==> src/rtl/mem_arb_pkg.sv <==
// Shared types for the instruction/data SRAM arbiter: controller states and
// the identity of the requester that owns the outstanding transaction.
package mem_arb_pkg;

  typedef enum logic [1:0] {
    IDLE,
    CMD,
    WAIT
  } state_e;

  typedef enum logic {
    OWN_IF,
    OWN_DM
  } owner_e;

endpackage

==> src/rtl/rr_arb2.sv <==
// Two-requester round-robin picker. The last-winner bit only moves when a
// grant is actually issued, so a request that vanishes ungranted leaves it alone.
module rr_arb2
  import mem_arb_pkg::*;
(
  input  logic   clk,
  input  logic   rst,
  input  logic   reqIf_i,
  input  logic   reqDm_i,
  input  logic   update_i,
  output owner_e winner_o
);

  logic lastDm_q, lastDm_d;

  always_comb begin
    winner_o = OWN_IF;
    if (reqIf_i && reqDm_i) begin
      winner_o = lastDm_q ? OWN_IF : OWN_DM;
    end else if (reqDm_i) begin
      winner_o = OWN_DM;
    end
    lastDm_d = lastDm_q;
    if (update_i) begin
      lastDm_d = (winner_o == OWN_DM);
    end
  end

  // Coming out of reset as if DM won last makes IF the favoured requester.
  always_ff @(posedge clk) begin
    if (rst) begin
      lastDm_q <= 1'b1;
    end else begin
      lastDm_q <= lastDm_d;
    end
  end

endmodule

==> src/rtl/mem_arbiter.sv <==
// Arbitrates a fetch port and a data port onto one single-ported SRAM with a
// fixed read latency, keeping at most one transaction in flight.
module mem_arbiter
  import mem_arb_pkg::*;
#(
  parameter int ADDR_W = 14,
  parameter int RD_LAT = 1
) (
  input  logic              clk,
  input  logic              rst,
  input  logic              if_req,
  input  logic [31:0]       if_addr,
  output logic              if_gnt,
  output logic              if_rvalid,
  output logic [31:0]       if_rdata,
  input  logic              dm_req,
  input  logic [3:0]        dm_we,
  input  logic [31:0]       dm_addr,
  input  logic [31:0]       dm_wdata,
  output logic              dm_gnt,
  output logic              dm_rvalid,
  output logic [31:0]       dm_rdata,
  output logic              sram_cs,
  output logic [3:0]        sram_we,
  output logic [ADDR_W-1:0] sram_addr,
  output logic [31:0]       sram_din,
  input  logic [31:0]       sram_dout,
  output logic              busy
);

  localparam logic [1:0] LAT_LOAD = 2'(RD_LAT - 1);

  state_e            state_q, state_d;
  owner_e            owner_q, owner_d;
  owner_e            winner;
  logic [1:0]        cnt_q, cnt_d;
  logic              cs_q, cs_d;
  logic [3:0]        we_q, we_d;
  logic [ADDR_W-1:0] addr_q, addr_d;
  logic [31:0]       din_q, din_d;
  logic              ifRvalid_q, ifRvalid_d, dmRvalid_q, dmRvalid_d;
  logic [31:0]       ifRdata_q, ifRdata_d, dmRdata_q, dmRdata_d;
  logic              ifGnt, dmGnt, anyGnt;
  logic              unusedAddrBits;

  rr_arb2 u_rr (
    .clk      (clk),
    .rst      (rst),
    .reqIf_i  (if_req),
    .reqDm_i  (dm_req),
    .update_i (anyGnt),
    .winner_o (winner)
  );

  assign ifGnt  = if_req & (winner == OWN_IF) & (state_q == IDLE) & ~rst;
  assign dmGnt  = dm_req & (winner == OWN_DM) & (state_q == IDLE) & ~rst;
  assign anyGnt = ifGnt | dmGnt;

  // Only the word-address bits reach the SRAM; the rest are deliberately dropped.
  assign unusedAddrBits = ^{if_addr, dm_addr};

  always_comb begin
    state_d    = state_q;
    owner_d    = owner_q;
    cnt_d      = cnt_q;
    cs_d       = 1'b0;
    we_d       = 4'b0000;
    addr_d     = addr_q;
    din_d      = din_q;
    ifRvalid_d = 1'b0;
    dmRvalid_d = 1'b0;
    ifRdata_d  = ifRdata_q;
    dmRdata_d  = dmRdata_q;
    unique case (state_q)
      IDLE: begin
        if (anyGnt) begin
          state_d = CMD;
          cs_d    = 1'b1;
          if (dmGnt) begin
            owner_d = OWN_DM;
            we_d    = dm_we;
            addr_d  = dm_addr[ADDR_W+1:2];
            din_d   = dm_wdata;
          end else begin
            owner_d = OWN_IF;
            addr_d  = if_addr[ADDR_W+1:2];
          end
        end
      end
      CMD: begin
        if (we_q != 4'b0000) begin
          state_d = IDLE;
        end else begin
          state_d = WAIT;
          cnt_d   = LAT_LOAD;
        end
      end
      WAIT: begin
        // Counter reaching zero marks the cycle sram_dout is valid.
        if (cnt_q == 2'd0) begin
          state_d = IDLE;
          if (owner_q == OWN_IF) begin
            ifRvalid_d = 1'b1;
            ifRdata_d  = sram_dout;
          end else begin
            dmRvalid_d = 1'b1;
            dmRdata_d  = sram_dout;
          end
        end else begin
          cnt_d = cnt_q - 2'd1;
        end
      end
      default: state_d = IDLE;
    endcase
  end

  always_ff @(posedge clk) begin
    if (rst) begin
      state_q    <= IDLE;
      owner_q    <= OWN_IF;
      cnt_q      <= 2'd0;
      cs_q       <= 1'b0;
      we_q       <= 4'b0000;
      addr_q     <= '0;
      din_q      <= 32'h0;
      ifRvalid_q <= 1'b0;
      dmRvalid_q <= 1'b0;
      ifRdata_q  <= 32'h0;
      dmRdata_q  <= 32'h0;
    end else begin
      state_q    <= state_d;
      owner_q    <= owner_d;
      cnt_q      <= cnt_d;
      cs_q       <= cs_d;
      we_q       <= we_d;
      addr_q     <= addr_d;
      din_q      <= din_d;
      ifRvalid_q <= ifRvalid_d;
      dmRvalid_q <= dmRvalid_d;
      ifRdata_q  <= ifRdata_d;
      dmRdata_q  <= dmRdata_d;
    end
  end

  assign if_gnt    = ifGnt;
  assign dm_gnt    = dmGnt;
  assign if_rvalid = ifRvalid_q;
  assign if_rdata  = ifRdata_q;
  assign dm_rvalid = dmRvalid_q;
  assign dm_rdata  = dmRdata_q;
  assign sram_cs   = cs_q;
  assign sram_we   = we_q;
  assign sram_addr = addr_q;
  assign sram_din  = din_q;
  assign busy      = (state_q != IDLE);

endmodule

==> config.mk <==
export PLATFORM = sky130hd
export DESIGN_NAME = mem_arbiter
export DESIGN_NICKNAME = d
export VERILOG_FILES = /design/src/rtl/mem_arb_pkg.sv /design/src/rtl/rr_arb2.sv /design/src/rtl/mem_arbiter.sv
export SDC_FILE = /design/constraint.sdc
export NUM_CORES = 1
export LEC_CHECK = 0
export BUFFER_PORTS_ARGS = -buffer_cell sky130_fd_sc_hd__clkbuf_2
export CORE_MARGIN = 5
export CORE_UTILIZATION = 44
export CTS_CLUSTER_SIZE = 10
export DETAILED_ROUTE_END_ITERATION = 12
export PLACE_DENSITY = 0.82
export RECOVER_POWER = 100
export SKIP_LAST_GASP = 1
export SLEW_MARGIN = 10
export SYNTH_ARGS = -nofsm -noshare
export SYNTH_HDL_FRONTEND = slang
export SYNTH_HIERARCHICAL = 1
export SYNTH_SLANG_ARGS = --single-unit
==> constraint.sdc <==
create_clock -name clk -period 2.1 [get_ports clk]
set_input_delay 0.42 -clock clk [delete_from_list [all_inputs] [get_ports clk]]
set_output_delay 0.42 -clock clk [all_outputs]
set_load 0.02 [all_outputs]
== Yosys cells after proc, flatten, opt, wreduce, memory -nomap -nowiden ==
Cells that the tools add are included.
Operators by class
  multiplexer cells: 15
  div/mod/pow operators: 0
  shift-type cells: 0
  reductions and logical operators: 15
  magnitude comparators: 0
  $mul: 0
  bitwise gates (word level): 15
  eq/ne operators: 6
  add/sub/neg operators: 1
Operator list (count)
  $mux 14: 1
  $reduce_and 3->1: 4
  $mux 2: 5
  $ne 2x2->1 const B: 4
  $not 1->1: 8
  $mux 1: 7
  $and 1x1->1: 6
  $pmux 2 s3: 1
  $logic_not 2->1: 2
  $pmux 2 s2: 1
  $reduce_and 2->1: 2
  $reduce_bool 2->1: 2
  $reduce_bool 4->1: 1
  $reduce_or 4->1: 1
  $reduce_or 3->1: 1
  $eq 2x1->1 const B: 1
  $eq 2x2->1 const B: 1
  $reduce_or 2->1: 1
  $sub 2x1->2 const B: 1
  $logic_and 1x1->1: 1
  $or 1x1->1: 1
Word-level totals
  memories kept: 0
  latch bits: 0
  word-level logic and storage cells: 64
  memory bits (writable): 0
  bits in read-only memories: 0
  flip-flop bits (word level): 123

== Longest topological paths before layout ==
Gate-level depths: netlist (run 1).
  word-level depth: 9
  gate-level depth with buffers: 9
  mapped depth without buffers: 6

== Cells and area by module ==
The synthesis (run 1) kept the hierarchy.
Modules (own cells, without submodules)
  mem_arbiter: instances 1, cells an instance 555, sequential area each 2442.3 um^2, area each 4615.7 um^2
  rr_arb2: instances 1, cells an instance 4, sequential area each 20.0 um^2, area each 42.5 um^2

== Least setup slack after synthesis (run 1) ==
No wires, ideal clock.
  kind: input to register
  start point: input port dm_req
  end point: register u_rr.lastDm_q
  setup slack: 285 ps
  data arrival time: 1696 ps
  stages: 6
  path through: a21boi_1 > mux2_4 > and2_4 > buf_6 > buf_12 > a211o_1
Between the ends
  cells in the longest elaborated chain, start to end: 7
RTL lines
  from (decl): RTL line mem_arbiter.sv:16  | input logic dm_req,
  $mux 1 or $logic_and 1x1->1 (tied branches): RTL line rr_arb2.sv:20, rr_arb2.sv:18
  $mux 1: RTL line rr_arb2.sv:18  | if (reqIf_i && reqDm_i) begin
  $not 1->1: RTL line mem_arbiter.sv:55  | assign ifGnt = if_req & (winner == OWN_IF) & (state_q == IDLE) & ~rst;
  $and 1x1->1 (3 in a row): RTL line mem_arbiter.sv:55
  $or 1x1->1 *: RTL line mem_arbiter.sv:57  | assign anyGnt = ifGnt | dmGnt;
  net anyGnt: RTL line mem_arbiter.sv:43  | logic ifGnt, dmGnt, anyGnt;
  to (signal assigned): RTL line rr_arb2.sv:34  | lastDm_q <= lastDm_d;
  to (decl): RTL line rr_arb2.sv:14  | logic lastDm_q, lastDm_d;
Mark *: on every way through the listed nets, which the timed path passes. The rest lies on a longest branch.
A chain may end at the register's enable or synchronous reset.

== Worst setup path after layout (run 1) ==
  start point: register state_q[1]
  end point: output port if_gnt
Between the ends
  cells in the longest elaborated chain, start to end: 3
RTL lines
  from (decl): RTL line mem_arbiter.sv:33  | state_e state_q, state_d;
  from (signal assigned): RTL line mem_arbiter.sv:131  | state_q <= state_d;
  $logic_not 2->1: RTL line mem_arbiter.sv:55
  $and 1x1->1 (2 in a row): RTL line mem_arbiter.sv:55
  to (decl): RTL line mem_arbiter.sv:13  | output logic if_gnt,
No other way between the ends.

==> metrics.yaml, run 1 <==
outcome:
  status: "complete, no violations"
synth:
  yosysMostFrequentCell: "nand2_1"
  synthAdderAreaFrac_pct: 1.34
  synth_largest_area_cell: "dfxtp_1"
  netlist_instances: 559
  synth-compound-area-share_pct: 13.8
  synth-xor-area-share_pct: 0
  ys_seq_area_share_pct: 52.9
  synth_top_family_by_area: "simple AND/OR/NAND/NOR gates"
  yosysUniqueCellTypes: 33
  synth_nets: 700
  synth_async_sr_flop_share_pct: 0
  synth_edf_count: 0
  netlist_area_um2: 4660
  yosys.area_share.simple_pct: 26.5
  synth.top_cell.area_share_pct: 52.9
  synth_ff_type: "dfxtp_1"
  synthTopCellsByCount: "220 x nand2_1, 123 x dfxtp_1, 80 x a21oi_1"
  yosys_warnings: 6
  syn_area_per_cell_um2: 8.33
  yosys-top-cells-area: "dfxtp_1 53%, nand2_1 18%, a21oi_1 8.6%, nand3b_1 5.5%, a311oi_2 2.9%"
  synth_seq_cells: 123
  muxShareOfSynthArea_pct: 0.752
sta:
  fmax_ghz: 0.500
  clock-skew-final_ns: 0.0118
  fin_crit_ns: 2.00
  hold_viol_final: 0
  finalMaxSlewViolations: 0
  tns_ns: 0
  setup_viol: 0
  worst_pin_slew_ns: 0.730
  rsz0062_at_grt: "no"
  min_period_over_period_pct: 95.3
  slew_headroom_pct: 51.3
critical_path:
  rrSetupSlack_ns: 0.28
  worst_setup_path_end_kind: "output port"
  worstSetupPathType: "reg -> out"
  cp_data_required_time_ns: 1.68
  worstPathArrival_ns: 1.58
  reg2reg_depth: 7
  r2r_end: "u_rr/lastDm_q$_SDFFE_PP1P_"
  regToRegStartpoint: "state_q[1]$_SDFFE_PP0P_"
  critPathLaunchType: "register"
  critPathMaxFanout: 3
global_route:
  met3_usage_pct: 8.40
  grt_pass1_wl_um: 20900
  grt_util_met1_pct: 24.4
  grt_pass1_vias: 4345
  met2_usage_pct: 32.1
  grt_max_degree: 76
  grt_usage_pct: 19.9
  busiest_layer: "met2"
  antenna_found_initial: 0
  overflow: 0
die:
  start_util_pct: 45.1
  num_io_pins: 256
  core_area_um2: 10300
  die_h_um: 113
  fp.dieArea_um2: 12700
  rows: 37
  chipWidth_um: 113
power:
  total_power_mw: 6.34
  p_leak_nw: 2.56
  max-vdd-ir-drop_mv: 0.510
  powerDensity_nw_per_um2: 1020
detailed_routing:
  ant_nets: 0
  drc: 0
  avgRoutedWirePerCell_um: 14.1
  vias_per_cell: 4.87
  drt_iter0_drc: 342
  totalWireLength_um: 12900
  drt-pass1-iter-count: 5
  vias: 4465
layout:
  drive_gt1_share_pct: 20.2
  syn2layout_area_growth_pct: 33.7
  nFillCells: 1000
  n_antenna_cell: 0
  multi_input_area_um2: 1970
  regArea_um2: 2460
  fin_nets: 909
clock_tree:
  cts_sinks: 123
  postCtsHoldBufs: 0
  h-tree-depth: 4
  cts_setup_buffers: 0
  numCtsBuffers: 17
  cts.path.max_buffers: 2
  tritoncts: "built"
  clock-root-buffer: "clkbuf_8"
  cts.clk_slew.worst_paths_ns: 0.06
  clock_latency_ns: 0.49
run:
  maxCapViolCount: 0
placement:
  gp_congestion: 0.829
  numPortBuffers: 219
  dp_hpwl_um: 9170
min_path:
  whs_path_depth: 3
  hp-class: "in -> reg"
  hold_start: "dm_wdata[3]"
  min_to: "sram_din[3]$_SDFFE_PP0P_"
==> cell families (layout without fill, tap and decap cells) <==
| logic type | count (synthesis) | in the layout |
|---|---|---|
| AND/OR/NAND/NOR | 277 | 277 |
| flip-flops | 123 | 123 |
| AO/OA/AOI/OAI | 102 | 102 |
| buffers and inverters | 49 | 271 |
| adder cells (fa/ha/maj) | 5 | 5 |
| multiplexers | 3 | 3 |
==> metal layers <==
| metal | share of wire, % | up-vias |
|---|---|---|
| li1 | - | 2257 |
| met4 | 1.1 | 0 |
| met3 | 10 | 10 |
| met1 | 42 | 2027 |
| met5 | 0 | - |
| met2 | 47 | 171 |
==> per-stage QoR <==
stage | std cells | cell area [um2] | setup WS (ns) | hold slack [ns] | util [%]
6_report | 917 | 6230 | 0.0986 | 0.109 | 60.3
2_1_floorplan | 559 | 4660 | 0.285 | 0.450 | -
5_1_grt | 917 | 6230 | 0.00410 | 0.0771 | 60.3
4_1_cts | 917 | 6410 | 0.0182 | 0.0760 | 62.1
3_5_place_dp | 885 | 5830 | 0.256 | 0.447 | 56.5
3_3_place_gp | 885 | 5830 | 0.266 | 0.441 | 56.5
==> cell usage in the layout (no fill, tap or decap), drive strengths merged <==
cell type	instances
inv	10
mux2	1
nor4	1
nand3	1
and2	6
a21bo	1
and3	1
nand2	220
a21oi	80
a2bb2oi	1
a21boi	1
a211o	1
ha	5
and3b	3
nand3b	34
o41a	1
nor2	2
nand4b	1
dfxtp	123
bufinv	1
a311oi	14
o21ai	3
nand2b	4
clkinv	8
buf	9
nor2b	2
clkbuf	240
mux2i	2
clkinvlp	3
or3b	2
==> report_power, final <==
group / total [mW] / switching, mW / internal [mW] / leakage, nW
logic: 1.05 / 0.679 / 0.370 / 1.30
clock network: 2.69 / 1.10 / 1.59 / 0.267
registers: 2.60 / 0.0953 / 2.51 / 0.997
==> state kept, by name, indices dropped and copies added (netlist names) <==
name,flops
cnt_q,2
dm_rvalid,1
sram_cs,1
u_rr/lastDm_q,1
if_rdata,32
dm_rdata,32
sram_we,4
owner_q,1
if_rvalid,1
sram_addr,14
state_q,2
sram_din,32
==> how the worst max path moves through the flow <==
stage / from / endpoint / slack (ns) / depth (start not counted)
6_report: state_q[1]$_SDFFE_PP0P_ / if_gnt / 0.1 / 5
5_1_grt: state_q[1]$_SDFFE_PP0P_ / if_gnt / 0.004 / 5
4_1_cts: state_q[1]$_SDFFE_PP0P_ / if_gnt / 0.02 / 5
3_5_place_dp: dm_req / u_rr/lastDm_q$_SDFFE_PP1P_ / 0.26 / 5
3_3_place_gp: dm_req / u_rr/lastDm_q$_SDFFE_PP1P_ / 0.27 / 5
2_1_floorplan: dm_req / u_rr/lastDm_q$_SDFFE_PP1P_ / 0.28 / 6
==> cell type report <==
| cell class | instances | share of cell area [%] |
|---|---|---|
| Clock inverter | 15 | 2.31 |
| Tap cell | 136 | 2.73 |
| Inverter | 7 | 0.422 |
| Sequential cell | 123 | 39.6 |
| Timing Repair Buffer | 232 | 16.6 |
| Multi-Input combinational cell | 387 | 31.7 |
| Clock buffer | 17 | 6.65 |
==> worst max-delay path, cell delays in order, from the launching register on <==
cell and delay, ns:
dfxtp_1 0.33, inv_2 0.10, ha_4 0.15, nor2b_4 0.15
and3b_1 0.18, clkbuf_2 0.18
==> repair_timing <==
action                                  CTS  global route
resized for setup                         6             3
pin swaps                                 1             0
endpoints found under the setup margin    2             2
(Power assumes the default switching activity.)
==> run 2: changes to the inputs <==
--- a/config.mk
+++ b/config.mk
@@ -6,5 +6,5 @@
 export NUM_CORES = 1
 export LEC_CHECK = 0
-export BUFFER_PORTS_ARGS = -buffer_cell sky130_fd_sc_hd__clkbuf_2
+export BUFFER_PORTS_ARGS = -buffer_cell sky130_fd_sc_hd__buf_2
 export CORE_MARGIN = 5
 export CORE_UTILIZATION = 44
==> constraint.sdc (replaced) <==
create_clock -name clk -period 2.1 [get_ports clk]
set_input_delay 0 -clock clk [delete_from_list [all_inputs] [get_ports clk]]
set_output_delay 0 -clock clk [all_outputs]
set_load 0.02 [all_outputs]
==> run 2 against run 1 <==
- routed wire length is 21% higher
- non-clock buffer count grew 95
- worst hold slack lost 0.040 ns
- core utilization rose by 9.8 points
- clock power up 8.9%
- sequential cell count unchanged
- die area did not move
- highest routed layer unchanged
==> metrics.yaml, run 2 (synthesis gave the netlist of run 1 again) <==
die:
  num_io_pins: 256  # unchanged
  start_util_pct: 45.1  # unchanged
  fp.dieArea_um2: 12700  # unchanged
  core_area_um2: 10300  # unchanged
  die_h_um: 113  # unchanged
  chipWidth_um: 113  # unchanged
  rows: 37  # unchanged
layout:
  drive_gt1_share_pct: 17.5  # -2.8 points
  final_area_um2: 7230  # +16%
  multi_input_area_um2: 1970  # -0.25%
  nFillCells: 798  # -20%
  final_cell_mix: "220 x nand2_1, 123 x dfxtp_1, 120 x clkbuf_1"
  n_antenna_cell: 0  # unchanged
  fin_nets: 1004  # +10%
  regArea_um2: 2460  # about the same
  syn2layout_area_growth_pct: 55.3
  layout_commonest_cell: "nand2_1"
placement:
  numPortBuffers: 219  # unchanged
  gp_congestion: 0.795  # -4.2%
  postPlaceCellArea_um2: 5810  # -0.39%
  dp_hpwl_um: 8870  # -3.2%
detailed_routing:
  vias: 5058  # +13%
  drc: 0  # unchanged
  ant_nets: 0  # unchanged
  vias_per_cell: 5.00  # +2.6%
  totalWireLength_um: 15600  # +21%
  drt_iter0_drc: 356  # +4.1%
  avgRoutedWirePerCell_um: 15.4  # +9.4%
  drt-pass1-iter-count: 5  # unchanged
clock_tree:
  cts_setup_buffers: 0  # unchanged
  h-tree-depth: 4  # unchanged
  cts_sinks: 123  # unchanged
  tritoncts: "built"
  clock-root-buffer: "clkbuf_8"
  numCtsBuffers: 17  # unchanged
  cts.clk_slew.worst_paths_ns: 0.06  # about the same
  clock_latency_ns: 0.50  # about the same
  cts.path.max_buffers: 2  # unchanged
critical_path:
  worstSetupPathType: "reg -> out"
  critPathMaxStageDelay_ns: 0.31  # -0.02 ns
  reg2reg_depth: 4  # -3
  crit_cells: 5  # unchanged
  critPathMaxFanout: 37  # +34
  worst_setup_path_end_kind: "output port"
  cp_data_required_time_ns: 2.10  # +0.42 ns
  critPathLaunchType: "register"
  critPathSlowestCell: "a21boi_1"
  worstPathArrival_ns: 1.92  # +0.34 ns
  path_cells: "a21boi_1 > nand4b_1 > clkinv_1 > buf_6 > clkbuf_2"
  crit_buf_inv: 3  # +1
  cp_top_family: "buffers and inverters"
global_route:
  grt_pass1_vias: 5015  # +15%
  overflow: 0  # unchanged
  grt_max_degree: 67  # -12%
  grt_usage_pct: 24.0  # +4.1 points
  grt_pass1_wl_um: 24900  # +19%
  antenna_found_initial: 0  # unchanged
sta:
  rsz0062_at_grt: "no"
  slew_headroom_pct: 52.7  # +1.4 points
  min_period_over_period_pct: 91.4  # -3.9 points
  finalMaxSlewViolations: 0  # unchanged
  tns_ns: 0  # unchanged
  fmax_ghz: 0.521  # +4.3%
  hold_viol_final: 0  # unchanged
  fin_crit_ns: 1.92  # -0.0829 ns
  setup_viol: 0  # unchanged
  clock-skew-final_ns: 0.0102  # -0.00158 ns
  worst_pin_slew_ns: 0.709  # -0.0212 ns
power:
  powerDensity_nw_per_um2: 932  # -8.5%
  seq_power_share_pct: 38.6  # -2.4 points
  p_sw_share_pct: 28.4  # -1.2 points
  switchingPower_mw: 1.91  # +2.0%
  intPower_mw: 4.83  # +8.1%
  comb_power_share_pct: 17.9  # +1.4 points
  p_leak_nw: 2.95  # +15%
  power.share.clock_pct: 43.5  # +1.0 points
  max-vdd-ir-drop_mv: 0.425  # -17%
outcome:
  status: "complete, no violations"
min_path:
  hp-class: "in -> reg"
  whs_path_depth: 3  # unchanged
run:
  maxCapViolCount: 0  # unchanged
-- run 2: metal layers --
| metal | track usage (%) | vias up | wire [um] |
|---|---|---|---|
| met3 | 8.93 | 26 | 1450 |
| met1 | 28.3 | 2332 | 6450 |
| li1 | - | 2451 | - |
| met4 | 8.09 | 0 | 306 |
| met5 | 0 | - | 0 |
| met2 | 40.2 | 249 | 7410 |
-- run 2: power groups by stage --
stage	clock, mW	combinational, mW	sequential (mW)
CTS	2.98	1.23	2.59
global placement	0	1.07	2.63
detailed placement	0	1.08	2.64
finish	2.93	1.20	2.60
floorplan	0	0.523	2.82
global route	3.12	1.30	2.62
-- run 2: final timing paths --
check	startpoint	end	slack, ns
setup / recovery	u_rr/lastDm_q$_SDFFE_PP1P_	dm_gnt	0.18
hold / removal	dm_req	sram_cs$_SDFF_PP0_	0.07
setup reg to reg	u_rr/lastDm_q$_SDFFE_PP1P_	sram_addr[13]$_SDFFE_PP0P_	0.19
hold reg to reg	if_rdata[16]$_SDFFE_PP0P_	if_rdata[16]$_SDFFE_PP0P_	0.46
-- run 2: repair_timing --
action                                  CTS  global route
endpoints found under the setup margin    0             2
resized for setup                         0             3
endpoints found under the hold margin   115             1
hold buffers                             97             1
-- run 2: cell type report --
cell class,count,area share [%]
Clock buffer,19,5.97
Clock inverter,13,2.33
Inverter,7,0.363
Multi-Input combinational cell,387,27.2
Sequential cell,123,34.0
Tap cell,136,2.35
Timing Repair Buffer,327,27.7
-- run 2: stage by stage --
stage | utilization (%) | hold WS, ns | worst slack [ns] | cells | power (mW)
6_report | 70.1 | 0.0687 | 0.181 | 1012 | 6.74
4_1_cts | 71.5 | 0.0210 | 0.0715 | 1011 | 6.79
2_1_floorplan | - | 0.0944 | 0.445 | 559 | 3.34
3_3_place_gp | 56.2 | 0.183 | 0.424 | 882 | 3.70
3_5_place_dp | 56.2 | 0.186 | 0.392 | 882 | 3.72
5_1_grt | 70.1 | 0.0378 | 0.0313 | 1012 | 7.05
-- run 2: worst reg2reg max path: stages (launching register included) --
cell and delay [ns]:
dfxtp_1 0.30, a21boi_1 0.31, mux2_4 0.44, and2_2 0.37, a311oi_1 0.37
